<file path="config.mk">
export PLATFORM = sky130hd
export DESIGN_NAME = fifo_unpacker_flat
export DESIGN_NICKNAME = d
export VERILOG_FILES = /design/src/rtl/fifo_unpacker_if.sv /design/src/rtl/fifo_unpacker.sv /design/src/flat_wrapper.sv
export SDC_FILE = /design/constraint.sdc
export NUM_CORES = 1
export LEC_CHECK = 0
export CELL_PAD_IN_SITES_DETAIL_PLACEMENT = 1
export CELL_PAD_IN_SITES_GLOBAL_PLACEMENT = 1
export CORE_ASPECT_RATIO = 1.5
export CORE_UTILIZATION = 35
export CTS_CLUSTER_DIAMETER = 30
export DETAILED_ROUTE_END_ITERATION = 8
export PLACE_DENSITY_LB_ADDON = 0.1
export SYNTH_ARGS = -nofsm -noshare
export SYNTH_HDL_FRONTEND = slang
export SYNTH_SLANG_ARGS = --single-unit
</file>
<file path="constraint.sdc">
create_clock -name clk -period 8.8 [get_ports clk]
set_clock_uncertainty 0.1 [all_clocks]
set_input_delay 1.32 -clock clk [delete_from_list [all_inputs] [get_ports clk]]
set_output_delay 1.32 -clock clk [all_outputs]
set_load 0.05 [all_outputs]
</file>
<file path="src/rtl/fifo_unpacker_if.sv">
// Handshake bundle for fifo_unpacker: show-ahead FIFO read port plus narrow valid/ready stream.
// The unpacker takes the master side; the FIFO and consumer together take the slave side.
interface fifo_unpacker_if #(
  parameter int unsigned WIDTH     = 256,
  parameter int unsigned OUT_WIDTH = 32
) ();

  logic                 fifo_empty;
  logic [WIDTH-1:0]     fifo_rd_data;
  logic                 fifo_rd;
  logic                 out_valid;
  logic                 out_ready;
  logic [OUT_WIDTH-1:0] out_data;
  logic                 out_last;

  modport master (
    input  fifo_empty,
    input  fifo_rd_data,
    input  out_ready,
    output fifo_rd,
    output out_valid,
    output out_data,
    output out_last
  );

  modport slave (
    output fifo_empty,
    output fifo_rd_data,
    output out_ready,
    input  fifo_rd,
    input  out_valid,
    input  out_data,
    input  out_last
  );

endinterface

</file>
<file path="src/rtl/fifo_unpacker.sv">
// Drains WIDTH-bit words from a show-ahead FIFO and emits them as OUT_WIDTH-bit beats,
// least-significant slice first, with back-to-back word reload on the final beat.
module fifo_unpacker #(
  parameter int unsigned WIDTH     = 256,
  parameter int unsigned OUT_WIDTH = 32
) (
  input  logic                  clk,
  input  logic                  rst,
  fifo_unpacker_if.master       bus,
  output logic                  busy_o,
  output logic [15:0]           words_drained_o
);

  localparam int unsigned BEATS = WIDTH / OUT_WIDTH;
  localparam int unsigned BW    = (BEATS > 1) ? $clog2(BEATS) : 1;
  localparam logic [BW-1:0] LastBeat = BW'(BEATS - 1);

  typedef enum logic [0:0] {StIdle, StSend} state_e;

  state_e            state_q, state_d;
  logic [WIDTH-1:0]  shreg_q, shreg_d;
  logic [BW-1:0]     beat_q, beat_d;
  logic [15:0]       drained_q, drained_d;

  logic sending;
  logic last_beat;
  logic accept;
  logic pop;

  always_comb begin
    sending   = (state_q == StSend);
    last_beat = sending && (beat_q == LastBeat);
    accept    = sending && bus.out_ready;
    // Pop only when a slot frees up this cycle, and never while the FIFO is empty or in reset.
    pop       = !rst && !bus.fifo_empty && (!sending || (accept && last_beat));
  end

  always_comb begin
    state_d   = state_q;
    shreg_d   = shreg_q;
    beat_d    = beat_q;
    drained_d = drained_q + 16'(pop);

    unique case (state_q)
      StIdle: begin
        if (pop) begin
          shreg_d = bus.fifo_rd_data;
          beat_d  = '0;
          state_d = StSend;
        end
      end
      StSend: begin
        if (accept) begin
          if (!last_beat) begin
            shreg_d = shreg_q >> OUT_WIDTH;
            beat_d  = beat_q + BW'(1);
          end else if (pop) begin
            shreg_d = bus.fifo_rd_data;
            beat_d  = '0;
          end else begin
            state_d = StIdle;
          end
        end
      end
      default: state_d = StIdle;
    endcase
  end

  always_ff @(posedge clk or posedge rst) begin
    if (rst) begin
      state_q   <= StIdle;
      shreg_q   <= '0;
      beat_q    <= '0;
      drained_q <= '0;
    end else begin
      state_q   <= state_d;
      shreg_q   <= shreg_d;
      beat_q    <= beat_d;
      drained_q <= drained_d;
    end
  end

  // Data is gated so an idle engine never shows a stale slice of the previous word.
  assign bus.out_valid   = sending;
  assign bus.out_data    = sending ? shreg_q[OUT_WIDTH-1:0] : '0;
  assign bus.out_last    = last_beat;
  assign bus.fifo_rd     = pop;
  assign busy_o          = sending;
  assign words_drained_o = drained_q;

  a_no_underflow: assert property (@(posedge clk) disable iff (rst)
    !(bus.fifo_rd && bus.fifo_empty));

  a_stall_stable: assert property (@(posedge clk) disable iff (rst)
    (bus.out_valid && !bus.out_ready) |=>
      (bus.out_valid && $stable(bus.out_data) && $stable(bus.out_last)));

endmodule

</file>
<file path="src/flat_wrapper.sv">
// flat-port wrapper written by rule: the top's interface ports become plain ports
module fifo_unpacker_flat 
#(
  parameter int unsigned WIDTH     = 256,
  parameter int unsigned OUT_WIDTH = 32
)
  (clk, rst, busy_o, words_drained_o, bus_fifo_empty, bus_fifo_rd_data, bus_out_ready, bus_fifo_rd, bus_out_valid, bus_out_data, bus_out_last);
  fifo_unpacker_if #(.WIDTH(WIDTH), .OUT_WIDTH(OUT_WIDTH)) bus_i ();
  input  logic clk;
  input  logic rst;
  output logic busy_o;
  output logic [15:0] words_drained_o;
  input wire logic [$bits(bus_i.fifo_empty)-1:0] bus_fifo_empty;
  input wire logic [$bits(bus_i.fifo_rd_data)-1:0] bus_fifo_rd_data;
  input wire logic [$bits(bus_i.out_ready)-1:0] bus_out_ready;
  output wire logic [$bits(bus_i.fifo_rd)-1:0] bus_fifo_rd;
  output wire logic [$bits(bus_i.out_valid)-1:0] bus_out_valid;
  output wire logic [$bits(bus_i.out_data)-1:0] bus_out_data;
  output wire logic [$bits(bus_i.out_last)-1:0] bus_out_last;
  assign bus_i.fifo_empty = bus_fifo_empty;
  assign bus_i.fifo_rd_data = bus_fifo_rd_data;
  assign bus_i.out_ready = bus_out_ready;
  assign bus_fifo_rd = bus_i.fifo_rd;
  assign bus_out_valid = bus_i.out_valid;
  assign bus_out_data = bus_i.out_data;
  assign bus_out_last = bus_i.out_last;
  fifo_unpacker #(.WIDTH(WIDTH), .OUT_WIDTH(OUT_WIDTH)) u_core (.clk(clk), .rst(rst), .bus(bus_i), .busy_o(busy_o), .words_drained_o(words_drained_o));
endmodule
</file>
==> metrics.md, run 1 <==
| Metric | Value |
|---|---|
| Gr usage total | 0.210 |
| Crit start category | input pin |
| Mapped Nets | 1445 |
| Setup TNS | 0 ns |
| Max Cap Viol | 0 |
| Core Area | 0.0358 mm² |
| Unrepaired setup endpoints after global routing | false |
| Latest clock arrival within the worst-skew pair | 0.55 ns |
| Post-DP HPWL | 24.4 mm |
| Setup bufs post-CTS | 0 |
| Max Transition Viols Final | 0 |
| Final hold vios | 0 |
| Synth Cell Area | 0.0127 mm² |
| ANT nets after route | 0 |
| Async SR Flop Fraction | 1.00 |
| Vias | 10200 |
| Root Driver | clkbuf_16 |
| Final setup margin | 3.46 ns |
| Hold Crit Class | reg2reg |
| Inst Count DP | 1875 |
| Netlist cell types | 31 |
| CP Data Arrival Time | 3.92 ns |
| Post-Route WL | 38.2 mm |
| Drt first pass iters | 4 |
| Outcome | completed |
| Vias in the first global route | 10900 |
| Gpl congestion | 0.729 |
| Crit Path Category | in2out |
| Die H | 235 µm |
| Clk slew on worst S/H paths | 0.05 ns |
| First-pass GRT wire length | 60.8 mm |
| Worst path max stage delay | 0.95 ns |
| FMAX | 187 MHz |
| CTS Sinks | 276 |
| Pwr per Cell Area | 328 mW/mm² |
| Avg WL per Cell | 19.4 µm |
| Layout area overhead | 38.0% |
| #FFs+latches synth | 276 |
| Finished Core Util | 0.489 |
| Setup Viol. Count Final | 0 |
| Min cycle time layout | 5.34 ns |
| Iteration-0 DRC Markers | 403 |
| Drt via density | 5.16 |
| Final non-filler cell area | 0.0175 mm² |
| Yosys warns | 0 |
| Crit-path cells | clkdlybuf4s50_1 > or2_4 > nor2_4 > clkdlybuf4s50_1 |
| # nets final | 1713 |
| Critical Path RT | 7.38 ns |
| Worst slew pin tran | 1.13 ns |
| Crit end category | primary output |
| Synth Instances | 1181 |
| Longest Clk Path Bufs | 3 |
| IO Count | 312 |
| Share of the synthesized area in the top cell type | 0.544 |
| Most common cell in the netlist | dfrtp_1 |
| Top FF cell, synth | dfrtp_1 |
| Post-synth EDFFs | 0 |
| Largest area contributor in the netlist | dfrtp_1 |
| Die span in x | 158 µm |
| Core Rows | 85 |
| Dpl ws | 3.44 ns |
| CP dominant cell by count | clkdlybuf4s50_1 |
| Period utilisation layout | 0.607 |
| Post-route insts no fill | 1968 |
| Htree depth | 2 |
| Slew HR | 0.248 |
| Layout cells sized above 1 | 0.0983 |
| Post-detailed-route DRC marker count | 0 |
| Hold_buf cts | 0 |
| GRT overflow | 0 |
| Synth cell count leaders | dfrtp_1, inv_1, a21oi_1, o32ai_1, buf_2 |
| Initial antenna violation count | 7 |
| Avg Synthesized Cell Area | 10.8 µm² |
| DP Area | 0.0158 mm² |
| Largest net degree at the start of global routing | 161 |
| Top delay family on crit path | buffers and inverters |
| CTS buffer count | 50 |
| Peak supply drop | 0.164 mV |
| Buf/Inv on CP | 2 |
| Area of the die | 0.0371 mm² |
| Initial core utilization | 0.354 |
| CTS tree | done |
| Leakage | 7.67 nW |
| Critical-path maximum fanout | 35 |
| PortBufs | 311 |
| Seq/Total Area, Yosys | 0.544 |
| CTS resizes | 0 |
| Slowest cell on crit path | clkdlybuf4s50_1 |
| Synth top area cells | dfrtp_1, o32ai_1, a21oi_1, inv_1, o32ai_2 |
-- power by group --
part / total (mW) / switching (mW) / internal, mW
Clock: 1.90 / 0.630 / 1.27
Sequential: 2.02 / 0.286 / 1.74
Combinational: 1.83 / 1.13 / 0.698
-- final timing paths --
path | start | depth (start not counted) | to | slack (ns)
min | u_core.words_drained_o[15]$_DFF_PP0_ | 1 | u_core.words_drained_o[15]$_DFF_PP0_ | 0.37
max reg2reg | u_core.beat_q[0]$_DFFE_PP0P_ | 7 | u_core.shreg_q[36]$_DFFE_PP0P_ | 5.54
min reg2reg | u_core.words_drained_o[15]$_DFF_PP0_ | 1 | u_core.words_drained_o[15]$_DFF_PP0_ | 0.37
max | rst | 4 | bus_fifo_rd | 3.46
max in group asynchronous | rst | 3 | u_core.shreg_q[173]$_DFFE_PP0P_ | 5.79
min in group asynchronous | rst | 2 | u_core.shreg_q[8]$_DFFE_PP0P_ | 1.33
-- kinds of logic (layout without fill, tap and decap cells) --
| logic type | Yosys count | after routing | synth area share |
|---|---|---|---|
| xor gates and xnor gates | 14 | 14 | 0.00965 |
| adders and majority gates | 4 | 4 | 0.00394 |
| DFF | 276 | 276 | 0.544 |
| AOI/OAI and AO/OA | 484 | 484 | 0.294 |
| and+or+nand+nor | 64 | 64 | 0.0243 |
| other | 0 | 4 | 0 |
| buffers and inverters | 338 | 643 | 0.124 |
| muxes | 1 | 1 | 0.000886 |
-- layer usage --
metal / track usage / vias up / wire length (µm)
met5: 0 / - / 39
met4: 0.0756 / 6 / 1040
met3: 0.0558 / 69 / 2470
met2: 0.339 / 267 / 18700
met1: 0.268 / 4976 / 15900
li1: - / 4834 / -
-- worst reg2reg max path: stages, from the launching register on --
cell and delay, ns:
dfrtp_1 0.38, ha_1 0.20, ha_1 0.24, a21boi_4 0.18
buf_4 0.64, buf_4 1.03, o32ai_2 0.22, a21oi_1 0.18
-- state kept, by name, indices dropped and copies added, names as in the netlist --
register,cells
u_core.beat_q,3
u_core.shreg_q,256
u_core.words_drained_o,16
u_core.bus.out_valid,1
-- area by class of cell --
type                       count  area, µm²
antenna                        4       10.0
clock buffer                  70       1440
multi-input combinational    567       4250
inverter                     228        860
tap                          478        598
fill                        3921      18300
clock inverter                19        235
sequential                   276       6910
timing repair buffer         326       3240
-- cells in the final DEF (no fill, tap or decap), types with 2 or more instances in the layout --
master             n
clkdlybuf4s50_1  311
clkbuf_1          10
clkbuf_8           9
bufinv_16          5
a21oi_1          224
clkinvlp_4         4
or3_1              2
inv_1            226
xor2_1             6
o32ai_2           44
nor4_1             4
a22o_1            34
xnor2_1            8
diode_2            4
and2_1             3
nor2_1            34
nand3_1            5
clkbuf_16         51
dfrtp_1          276
buf_4             14
ha_1               4
o32ai_1          180
nand2_1            3
clkinv_2           9
nand4_1            6
-- through the flow --
step | hold WS [ns] | power, mW
2_1_floorplan | 0.374 | 3.32
3_3_place_gp | 0.369 | 3.83
3_5_place_dp | 0.367 | 3.90
4_1_cts | 0.376 | 5.84
5_1_grt | 0.385 | 6.12
6_report | 0.371 | 5.76
Power figures use the tool's default switching activity.
==> inputs of run 2 (changes only) <==
==> constraint.sdc (replaced) <==
create_clock -name clk -period 4.9 [get_ports clk]
set_clock_uncertainty 0.1 [all_clocks]
set_input_delay 0.735 -clock clk [delete_from_list [all_inputs] [get_ports clk]]
set_output_delay 0.735 -clock clk [all_outputs]
set_load 0.05 [all_outputs]
==> run 2 against run 1 <==
Net effect:
- first-iteration DRC count grew 20%
- utilization grew 0.61 points
- clock-buffer cell count shrank 5
- die area is the same
- combinational power grew 83%
- non-clock buffer count shrank 2
- routed wire length grew 0.67%
- design area grew 1.3%
- register-to-register slack lost 3.7 ns
- critical path type unchanged
- critical endpoint unchanged
==> metrics.md, run 2 (synthesis results as in run 1) <==
| Metric | Value |
|---|---|
| Initial antenna violation count | 4 |
| Area of the die | 0.0371 mm² |
| Setup TNS | 0 ns |
| CP dominant cell by count | clkdlybuf4s50_1 |
| ANT nets after route | 0 |
| Core Rows | 85 |
| # nets final | 1713 |
| Final hold vios | 0 |
| Crit start category | input pin |
| Layout area overhead | 39.7% |
| Slew HR | 0.125 |
| Vias in the first global route | 11000 |
| FMAX | 282 MHz |
| Gr usage total | 0.210 |
| Die span in x | 158 µm |
| IO Count | 312 |
| Crit end category | primary output |
| Post-detailed-route DRC marker count | 0 |
| Longest Clk Path Bufs | 3 |
| Worst slew pin tran | 1.31 ns |
| Root Driver | clkbuf_16 |
| Post-route insts no fill | 1971 |
| Hold_buf cts | 0 |
| Crit-path cells | clkdlybuf4s50_1 > or2_4 > nor2_4 > clkdlybuf4s50_1 |
| Drt first pass iters | 4 |
| Hold Crit Class | reg2reg |
| Latest clock arrival within the worst-skew pair | 0.55 ns |
| Critical-path maximum fanout | 20 |
| GRT overflow | 0 |
| Max Cap Viol | 0 |
| Clk slew on worst S/H paths | 0.05 ns |
| CTS tree | done |
| First-pass GRT wire length | 61.0 mm |
| Min cycle time layout | 3.54 ns |
| Worst path max stage delay | 0.84 ns |
| Drt via density | 5.16 |
| Buf/Inv on CP | 2 |
| Die H | 235 µm |
| Critical Path RT | 4.07 ns |
| Setup Viol. Count Final | 0 |
| Layout cells sized above 1 | 0.104 |
| PortBufs | 311 |
| Outcome | completed |
| Vias | 10200 |
| Max Transition Viols Final | 0 |
| Post-DP HPWL | 23.9 mm |
| CTS resizes | 0 |
| Slowest cell on crit path | clkdlybuf4s50_1 |
| CP Data Arrival Time | 2.71 ns |
| Crit Path Category | in2out |
| Reg2Reg Setup Slack | 1.88 ns |
| Largest net degree at the start of global routing | 207 |
| Pwr per Cell Area | 599 mW/mm² |
| Gpl congestion | 0.754 |
| Inst Count DP | 1873 |
| Peak supply drop | 0.299 mV |
| Max FFs per register | 256 |
| Leakage | 7.77 nW |
| Most frequent cells in the layout | clkdlybuf4s50_1, dfrtp_1, inv_1 |
| Unrepaired setup endpoints after global routing | false |
| CTS Sinks | 276 |
| Most common cell after layout, fill and taps aside | clkdlybuf4s50_1 |
| Post-Route WL | 38.4 mm |
| Final setup margin | 1.36 ns |
| Dpl ws | 1.33 ns |
| Top delay family on crit path | buffers and inverters |
| Iteration-0 DRC Markers | 485 |
| Period utilisation layout | 0.723 |
| CTS buffer count | 52 |
| Avg WL per Cell | 19.5 µm |
| Initial core utilization | 0.354 |
| Setup bufs post-CTS | 0 |
| Htree depth | 2 |
| Core Area | 0.0358 mm² |
| Most flop-heavy register | u_core.shreg_q |
## run 2: cell types whose count changed in the layout (fill, tap and decap cells not counted), sizes merged
| cell | previous run | this run |
|---|---|---|
| buf | 15 | 13 |
| bufinv | 5 | 6 |
| clkbuf | 70 | 65 |
| clkinv | 10 | 11 |
| clkinvlp | 4 | 5 |
| diode | 4 | 3 |
| inv | 228 | 236 |
## run 2: worst paths after layout
kind                                                   endpoint  cells past startpoint                                 start
min                        u_core.words_drained_o[15]$_DFF_PP0_                      1  u_core.words_drained_o[15]$_DFF_PP0_
max reg2reg                     u_core.shreg_q[179]$_DFFE_PP0P_                      7          u_core.beat_q[0]$_DFFE_PP0P_
min reg2reg                u_core.words_drained_o[15]$_DFF_PP0_                      1  u_core.words_drained_o[15]$_DFF_PP0_
max                                                 bus_fifo_rd                      4                                   rst
max in group asynchronous       u_core.shreg_q[112]$_DFFE_PP0P_                      3                                   rst
min in group asynchronous         u_core.shreg_q[2]$_DFFE_PP0P_                      2                                   rst
## run 2: layout make-up
class / count / area (µm²)
multi-input combinational: 567 / 4250
inverter: 228 / 860
antenna: 3 / 7.51
clock buffer: 65 / 1440
timing repair buffer: 324 / 3320
clock inverter: 30 / 369
fill: 3920 / 18100
sequential: 276 / 6910
tap: 478 / 598
## run 2: metrics by stage
stage	util	cell area, µm²	hold slack, ns	power [mW]
finish	0.495	17800	0.371	10.6
CTS	0.495	17700	0.375	10.8
global placement	0.445	15900	0.377	6.94
detailed placement	0.445	15900	0.355	7.04
global route	0.495	17700	0.397	11.3
floorplan	-	12700	0.374	5.97
## run 2: where the power goes
group	switching (mW)	total [mW]	internal [mW]
logic	2.05	3.34	1.29
registers	0.514	3.63	3.12
clock network	1.25	3.67	2.42
total	3.82	10.6	6.82
## run 2: per-layer routing
layer	track usage	wire (µm)
met2	0.343	18900
met4	0.0744	902
met3	0.0521	2370
met5	0	26
met1	0.268	16200
## run 2: worst reg2reg max path: cells and delay by family, from the launching register on
| kind | cells | cell delay, ns |
|---|---|---|
| AOI/OAI and AO/OA | 3 | 1.02 |
| adders and majority gates | 2 | 0.47 |
| buffers and inverters | 2 | 0.98 |
| DFF | 1 | 0.38 |
==> inputs of run 3 (changes only) <==
--- a/config.mk
+++ b/config.mk
@@ -8,7 +8,7 @@
 export CELL_PAD_IN_SITES_DETAIL_PLACEMENT = 1
 export CELL_PAD_IN_SITES_GLOBAL_PLACEMENT = 1
 export CORE_ASPECT_RATIO = 1.5
-export CORE_UTILIZATION = 35
+export CORE_UTILIZATION = 38
 export CTS_CLUSTER_DIAMETER = 30
 export DETAILED_ROUTE_END_ITERATION = 8
 export PLACE_DENSITY_LB_ADDON = 0.1
==> constraint.sdc (replaced) <==
create_clock -name clk -period 3.4 [get_ports clk]
set_clock_uncertainty 0.1 [all_clocks]
set_input_delay 0.51 -clock clk [delete_from_list [all_inputs] [get_ports clk]]
set_output_delay 0.51 -clock clk [all_outputs]
set_load 0.05 [all_outputs]
==> run 3 against run 2 <==
Net effect:
- critical path type is now reg2out
- final cell count shrank 2.8%
- the run now ends with max-slew violations left
- clock-buffer cell count grew 4
- utilization grew 4.8 points
- largest power group is now registers
- largest cell class unchanged
- worst setup slack lost 0.92 ns
- die area shrank 7.8%
==> metrics.md, run 3 (synthesis results as in run 1) <==
| Metric | Value |
|---|---|
| PortBufs | 311 |
| Latest clock arrival within the worst-skew pair | 0.54 ns |
| Vias | 10300 |
| Slowest cell on crit path | clkdlybuf4s50_1 |
| Critical-path maximum fanout | 33 |
| Core Area | 0.0327 mm² |
| Clock power frac | 0.335 |
| Max FFs per register | 256 |
| Post-detailed-route DRC marker count | 0 |
| CTS buffer count | 50 |
| Logic pwr share | 0.320 |
| Critical Path RT | 2.79 ns |
| Most frequent cells in the layout | clkdlybuf4s50_1, dfrtp_1, inv_1 |
| Setup bufs post-CTS | 0 |
| Drt first pass iters | 4 |
| Setup TNS | 0 ns |
| Failing checks | max-slew violations |
| Layout cells sized above 1 | 0.108 |
| Internal power | 9.80 mW |
| DP Area | 0.0160 mm² |
| Longest Clk Path Bufs | 3 |
| Htree depth | 2 |
| Area of the die | 0.0342 mm² |
| Sequential share of power | 0.345 |
| Post-Route WL | 38.2 mm |
| Net Sw Power | 5.41 mW |
| Clk slew on worst S/H paths | 0.05 ns |
| RR Startpoint | u_core.beat_q[0]$_DFFE_PP0P_ |
| Setup Viol. Count Final | 0 |
| Crit end category | primary output |
| Largest net degree at the start of global routing | 226 |
| Worst slew pin tran | 1.52 ns |
| Slew HR | -0.0102 |
| Worst path max stage delay | 0.75 ns |
| Max Cap Viol | 0 |
| Critical hold path startpoint | u_core.words_drained_o[15]$_DFF_PP0_ |
| Final non-filler cell area | 0.0178 mm² |
| CTS resizes | 0 |
| Die H | 226 µm |
| Unrepaired setup endpoints after global routing | false |
| Final hold vios | 0 |
| Outcome | finished with violations |
| Drt via density | 5.39 |
| First-pass GRT wire length | 60.2 mm |
| Most flop-heavy register | u_core.shreg_q |
| Crit-path cells | inv_2 > nor2_1 > clkdlybuf4s50_1 |
| Iteration-0 DRC Markers | 447 |
| Initial core utilization | 0.388 |
| Hold_buf cts | 0 |
| Crit start category | register |
| CP Data Arrival Time | 2.36 ns |
| CP Launch Point | u_core.bus.out_valid$_DFF_PP0_ |
| GRT overflow | 0 |
| IO Count | 312 |
| Vias in the first global route | 11100 |
| Min cycle time layout | 2.97 ns |
| Switching Share | 0.356 |
| Core Rows | 81 |
| Initial antenna violation count | 5 |
| Post-DP HPWL | 24.1 mm |
| Gpl congestion | 0.762 |
| Avg WL per Cell | 20.0 µm |
| Peak supply drop | 0.612 mV |
| Pwr per Cell Area | 855 mW/mm² |
| Crit Path Category | reg2out |
| Die span in x | 151 µm |
| CTS tree | done |
| # nets final | 1720 |
| Leakage | 7.82 nW |
| Layout area overhead | 40.0% |
| Fin Hold WS | 0.388 ns |
| Gr usage total | 0.226 |
| CTS Sinks | 276 |
| Root Driver | clkbuf_16 |
| ANT nets after route | 0 |
| Period utilisation layout | 0.873 |
| Most common cell after layout, fill and taps aside | clkdlybuf4s50_1 |
| FMAX | 337 MHz |
| Hold Crit Class | reg2reg |
| Max Transition Viols Final | 49 |
==> run 3: cell count changes in the layout (fill, tap and decap cells not counted), sizes merged <==
cell	change
buf	+10
bufinv	-1
clkbuf	+4
clkdlybuf4s50	-1
clkinvlp	+2
diode	+2
inv	-8
==> run 3: routing by layer <==
layer  wire [µm]  vias up  GRT usage
met3        2500       62     0.0564
met5          26        -          0
met1       16300     5117      0.294
met2       18600      289      0.364
met4         823        4     0.0716
li1            -     4852          -
==> run 3: worst paths after layout <==
path	endpoint	slack, ns	cells past startpoint
worst max-delay path	bus_out_data[31]	0.43	3
worst min-delay path	u_core.words_drained_o[15]$_DFF_PP0_	0.39	1
worst max register to register	u_core.shreg_q[46]$_DFFE_PP0P_	0.61	6
worst min register to register	u_core.words_drained_o[15]$_DFF_PP0_	0.39	1
max in group asynchronous	u_core.shreg_q[128]$_DFFE_PP0P_	1.95	3
min in group asynchronous	u_core.bus.out_valid$_DFF_PP0_	0.46	2
==> run 3: worst max-delay path, delay by kind of cell, from the launching register on <==
family / cells / cell delay, ns
simple gates: 1 / 0.12
flops: 1 / 0.44
buf+inv: 2 / 1.24
==> run 3: final cells by class <==
class                           instances  area (µm²)
Antenna cell                            5        12.5
Clock buffer                           69        1490
Clock inverter                         23         263
Fill cell                            3473       15000
Inverter                              228         860
Multi-Input combinational cell        567        4250
Sequential cell                       276        6910
Tap cell                              415         519
Timing Repair Buffer                  333        3490
==> run 3: power groups by stage <==
stage          combinational (mW)  sequential (mW)  clock [mW]
2_1_floorplan                3.50             5.10           0
3_3_place_gp                 4.77             5.23           0
3_5_place_dp                 4.89             5.29           0
4_1_cts                      4.94             5.25        5.20
5_1_grt                      5.38             5.38        5.32
6_report                     4.87             5.24        5.09
==> run 3: stage by stage <==
step	setup slack [ns]	power (mW)	util	std cells
CTS	0.352	15.4	0.543	1911
detailed placement	0.513	10.2	0.489	1819
finish	0.433	15.2	0.543	1916
global route	0.296	16.1	0.543	1914
global placement	0.545	10.0	0.489	1819
floorplan	-0.861	8.60	-	1181
